===== src/rtl/card_dealer.sv =====
// Card source for the blackjack controller: deals from one 52-card deck.
// Ports: clk, rst (async low), request/shuffle in; ready, cval, suit,
// cards_left, empty out. `define CARD_DEALER_FIXED_ORDER_EN to deal
// cards in index order 0..51 instead of LFSR order.
module card_dealer #(
  parameter logic [7:0] LFSR_SEED      = 8'hA5,
  parameter bit         AUTO_RESHUFFLE = 1'b0
) (
  input  logic       clk,
  input  logic       rst,
  input  logic       request,
  input  logic       shuffle,
  output logic       ready,
  output logic [3:0] cval,
  output logic [1:0] suit,
  output logic [5:0] cards_left,
  output logic       empty
);

  typedef enum logic [1:0] {
    IDLE,
    PROBE,
    PRESENT,
    DRY
  } state_t;

  state_t      state;
  logic [7:0]  lfsr;
  logic        fb;
  logic [51:0] used;
  logic [5:0]  p;
  logic [5:0]  p_next;
  logic [5:0]  cand;
  logic [5:0]  cand_fresh;
  logic [5:0]  rank6;
  logic [3:0]  rank;
  logic [1:0]  d_suit;
  logic [3:0]  d_cval;

`ifdef CARD_DEALER_FIXED_ORDER_EN
  logic [5:0]  ptr;
`endif

  assign fb = lfsr[7] ^ lfsr[5] ^ lfsr[4] ^ lfsr[3];

  assign p_next = (p == 6'd51) ? 6'd0 : p + 6'd1;

`ifdef CARD_DEALER_FIXED_ORDER_EN
  // an auto-reshuffle also rewinds the pointer, so the first card is 0
  assign cand       = ptr;
  assign cand_fresh = 6'd0;
`else
  assign cand = (lfsr[5:0] >= 6'd52) ? lfsr[5:0] - 6'd52
                                     : lfsr[5:0];
  assign cand_fresh = cand;
`endif

  always_comb begin
    d_suit = 2'd0;
    rank6  = p;
    unique case (1'b1)
      (p < 6'd13): begin
        d_suit = 2'd0;
        rank6  = p;
      end
      (p >= 6'd13 && p < 6'd26): begin
        d_suit = 2'd1;
        rank6  = p - 6'd13;
      end
      (p >= 6'd26 && p < 6'd39): begin
        d_suit = 2'd2;
        rank6  = p - 6'd26;
      end
      (p >= 6'd39): begin
        d_suit = 2'd3;
        rank6  = p - 6'd39;
      end
    endcase
  end

  assign rank = rank6[3:0];

  always_comb begin
    d_cval = 4'd10;
    unique case (1'b1)
      (rank == 4'd0):                 d_cval = 4'd11;
      (rank >= 4'd1 && rank <= 4'd9): d_cval = rank + 4'd1;
      default:                        d_cval = 4'd10;
    endcase
  end

  always_ff @(posedge clk or negedge rst) begin
    if (!rst) begin
      state      <= IDLE;
      lfsr       <= LFSR_SEED;
      used       <= '0;
      p          <= '0;
      ready      <= 1'b0;
      cval       <= '0;
      suit       <= '0;
      cards_left <= 6'd52;
      empty      <= 1'b0;
`ifdef CARD_DEALER_FIXED_ORDER_EN
      ptr        <= '0;
`endif
    end else begin
      lfsr <= {lfsr[6:0], fb};
      unique case (state)
        IDLE: begin
          ready <= 1'b0;
          if (shuffle) begin
            used       <= '0;
            cards_left <= 6'd52;
            empty      <= 1'b0;
`ifdef CARD_DEALER_FIXED_ORDER_EN
            ptr        <= '0;
`endif
          end else if (request) begin
            if (cards_left != 6'd0) begin
              p     <= cand;
              state <= PROBE;
            end else if (AUTO_RESHUFFLE) begin
              used       <= '0;
              cards_left <= 6'd52;
              p          <= cand_fresh;
              state      <= PROBE;
`ifdef CARD_DEALER_FIXED_ORDER_EN
              ptr        <= '0;
`endif
            end else begin
              empty <= 1'b1;
              state <= DRY;
            end
          end
        end
        PROBE: begin
          // linear probe; a free slot exists because cards_left > 0
          if (used[p]) begin
            p <= p_next;
          end else begin
            used[p]    <= 1'b1;
            cval       <= d_cval;
            suit       <= d_suit;
            cards_left <= cards_left - 6'd1;
            ready      <= 1'b1;
            state      <= PRESENT;
`ifdef CARD_DEALER_FIXED_ORDER_EN
            ptr        <= (ptr == 6'd51) ? 6'd0 : ptr + 6'd1;
`endif
          end
        end
        PRESENT: begin
          if (!request) begin
            ready <= 1'b0;
            state <= IDLE;
          end
        end
        DRY: begin
          ready <= 1'b0;
          if (shuffle) begin
            used       <= '0;
            cards_left <= 6'd52;
            empty      <= 1'b0;
            state      <= IDLE;
`ifdef CARD_DEALER_FIXED_ORDER_EN
            ptr        <= '0;
`endif
          end
        end
        default: state <= IDLE;
      endcase
    end
  end

endmodule


===== config.mk =====
export PLATFORM = sky130hd
export DESIGN_NAME = card_dealer
export DESIGN_NICKNAME = d
export VERILOG_FILES = /design/src/rtl/card_dealer.sv
export SDC_FILE = /design/constraint.sdc
export NUM_CORES = 1
export LEC_CHECK = 0
export ABC_AREA = 1
export CAP_MARGIN = 20
export CORE_ASPECT_RATIO = 0.7
export CORE_UTILIZATION = 35
export CTS_CLUSTER_DIAMETER = 40
export DETAILED_ROUTE_END_ITERATION = 6
export GPL_TIMING_DRIVEN = 1
export PLACE_DENSITY = 0.63
export SLEW_MARGIN = 20
export SYNTH_ARGS = -nofsm -noshare
export SYNTH_HDL_FRONTEND = slang
export SYNTH_SLANG_ARGS = --single-unit
export TNS_END_PERCENT = 5

===== constraint.sdc =====
create_clock -name clk -period 2.5 [get_ports clk]
set_input_delay 0.5 -clock clk [delete_from_list [all_inputs] [get_ports clk]]
set_output_delay 0.5 -clock clk [all_outputs]
set_load 0.005 [all_outputs]

==> results.toml <==
[outcome]
outcome = "finished, final reports clean"

[place]
dp.cells = 1000
io_buffers = 17
place.gp.congestion = 0.860
placed_cell_area_mm2 = 0.00587
hpwl_um = 9380
place_ws_ps = 18.6

[global_routing]
grt_pass1_vias = 4522
grt_max_degree = 47
gr-total-overflow = 0
grt_first_pass_wirelength_um = 22800
grt_use_total_pct = 18.2
antenna_found_initial = 0

[sta]
timing.final.crit_share_pct = 99.6
post-route-min-period_ps = 2490
fmax_mhz = 402
hold_slack_ps = 21.6
finalSetupViolations = 0
tns_ps = 0
fin_skew_ps = 5.88
slew_violations = 0
fin_ws_ps = 10.3
worst_slew_pin_slew_ps = 570
grt_setup_unrepaired = "yes"
hold_viol_final = 0
max_slew_margin_pct = 61.6

[synth]
yosysWarnings = 0
ys_seq_elements = 82
syn_inst = 785
synth-edff-count = 0
synth_nets = 811
synthFlopType = "dfrtp_1"
synth_cell_types = 38
syn_area_mm2 = 0.00533
avgSynthCellArea_um2 = 6.79
yosysSeqAreaShare_pct = 38.7
async_flop_share_pct = 100

[layout]
final_nets = 844
fillers = 1534
final_layout_size_suffix_gt1_share_pct = 11.2
fin_cells = 1018
stdcell_area_mm2 = 0.00630
area_growth_pct = 18.2
insertedDiodeCount = 0

[die]
fp.dieW_um = 149
core_area_mm2 = 0.0148
chipHeight_um = 105
fp.dieArea_mm2 = 0.0157
io_pins = 18
initial_core_util_pct = 36.1
row_count = 37

[detailed_routing]
avgRoutedWirePerCell_um = 13.2
detail-route-antenna-nets = 0
drt_iter0_markers = 355
top_layer_used = "met4"
drcViolationCount = 0
routed_wl_um = 13400
wl_met3_um = 772
vias_per_cell = 4.71
detailroute.via_count = 4795
first_pass_iters = 5
wl_met2_um = 5320
routedLengthMet1_um = 7260

[clock_network]
htreeDepth = 3
cts_buffer_depth = 2
cts_sinks = 82
cts_buffers = 9
clock_latency_ps = 330
root_buffer = "clkbuf_16"
tritoncts = "built"
clk_pin_slew_ps = 60

[setup_path]
start_kind = "register"
cp_slowest_cell = "fa_1"
cp-end-kind = "register"
worstPathRequired_ps = 2710
worstSetupPathType = "register to register"
critPathMaxFanout = 4
crit_top_cell = "nand2_2"
critPathMaxStageDelay_ps = 510
worstPathCellList = "ha_4 -> nand2_2 -> nand2_2 -> nand2_4 -> inv_2 -> fa_1 -> inv_2 -> nand2_2 -> nand3_4 -> inv_4 -> ha_4 -> or2_4 -> nand4_1 -> nand2_1 -> nand2_1 -> nor2_2 -> a21oi_1"
worstPathArrival_ps = 2700

[power]
ir_drop_mv = 0.825
power_density_mw_per_mm2 = 942
leakage_nw = 3.22

[flow_run]
cap_violations = 0

[min_path]
hold_path.class = "input pin to asynchronous set/reset pin"
## kinds of logic (layout without fill, tap and decap cells)
group | Yosys count | after routing | synth area share, %
flip-flops | 82 | 82 | 38.7
adder cells (fa/ha/maj) | 22 | 22 | 5.31
AND/OR/NAND/NOR | 441 | 441 | 33.4
buffers and inverters | 121 | 159 | 9.93
multiplexers | 1 | 1 | 0.188
AO/OA/AOI/OAI | 108 | 108 | 10.9
XOR/XNOR | 10 | 10 | 1.64
## worst max-delay path: cells and delay by family, from the launching register on
kind            cells  cell delay [ps]
buf+inv             3              160
fa+ha+maj           3              820
flops               1              450
simple gates       10              870
compound gates      1               70
## worst paths after layout
path	start	endpoint	slack, ps	cells after the start
max in group asynchronous	rst	lfsr[5]	1850	2
min in group clk	lfsr[6]	lfsr[7]	350	0
max	p[0]	cval[3]	10	17
max reg2reg	p[0]	cval[3]	10	17
min	rst	used[27]	20	1
min reg2reg	lfsr[6]	lfsr[7]	350	0
## sequential cells by signal, summed over array words and instances, names as in the netlist
name,flops
ready,1
empty,1
lfsr,8
used,52
suit,2
cards_left,6
p,6
state,2
cval,4
## metrics by stage
step / power, mW / utilization, %
floorplan: 3.52 / -
detailed placement: 4.38 / 39.8
CTS: 5.81 / 41.9
global route: 6.41 / 42.7
finish: 5.94 / 42.7
global placement: 4.37 / 39.8
## power by group
part	switching (mW)	internal, mW
combinational	1.90	1.03
sequential	0.127	1.48
clock	0.539	0.859
total	2.57	3.37
## synthesized netlist by cell type (5+ instances only)
master,n,area (um^2)
nand2_1,331,1240
inv_1,84,315
dfrtp_1,75,1880
o21ai_0,64,320
nor2_1,47,176
nand3_1,43,215
a21oi_1,29,145
ha_1,21,263
buf_2,15,75.1
dfstp_2,7,184
nand4_1,7,43.8
clkbuf_1,6,22.5
o211ai_1,6,45.0
xor2_1,6,52.6
buf_6,5,56.3
## what timing repair did
action,CTS,global route
pin swaps,0,12
endpoints found under the hold margin,0,0
setup buffers,0,2
hold buffers,0,0
gates resized for setup,1,27
endpoints found under the setup margin,1,69
## final cells by class
class                   instances  area (um^2)  area share, %
multi-input cells             582         2830           44.9
flip-flops and latches         82         2060           32.7
repair buffers                 55          513           8.14
inverters                      88          335           5.32
clock buffers                  13          270           4.29
well taps                     195          244           3.87
clock inverters                 3         46.3          0.735
## per-layer routing
| layer | track usage (%) | vias to the layer above |
|---|---|---|
| met5 | 0 | - |
| met4 | 2.33 | 0 |
| met3 | 3.25 | 4 |
| met2 | 25.8 | 130 |
| met1 | 28.9 | 2152 |
| li1 | - | 2509 |
## placed cells by master (no fill, tap or decap), drive strengths merged, types with 2 or more instances in the layout
master           n
nand2          334
inv             87
dfrtp           75
o21ai           65
nor2            51
nand3           43
buf             39
a21oi           29
ha              21
clkdlybuf4s50   16
clkbuf          13
nand4            7
dfstp            7
xor2             6
o211ai           6
xnor2            4
or2              3
a32oi            2
clkinv           2
Note: power is estimated with default switching activity, not from simulation.
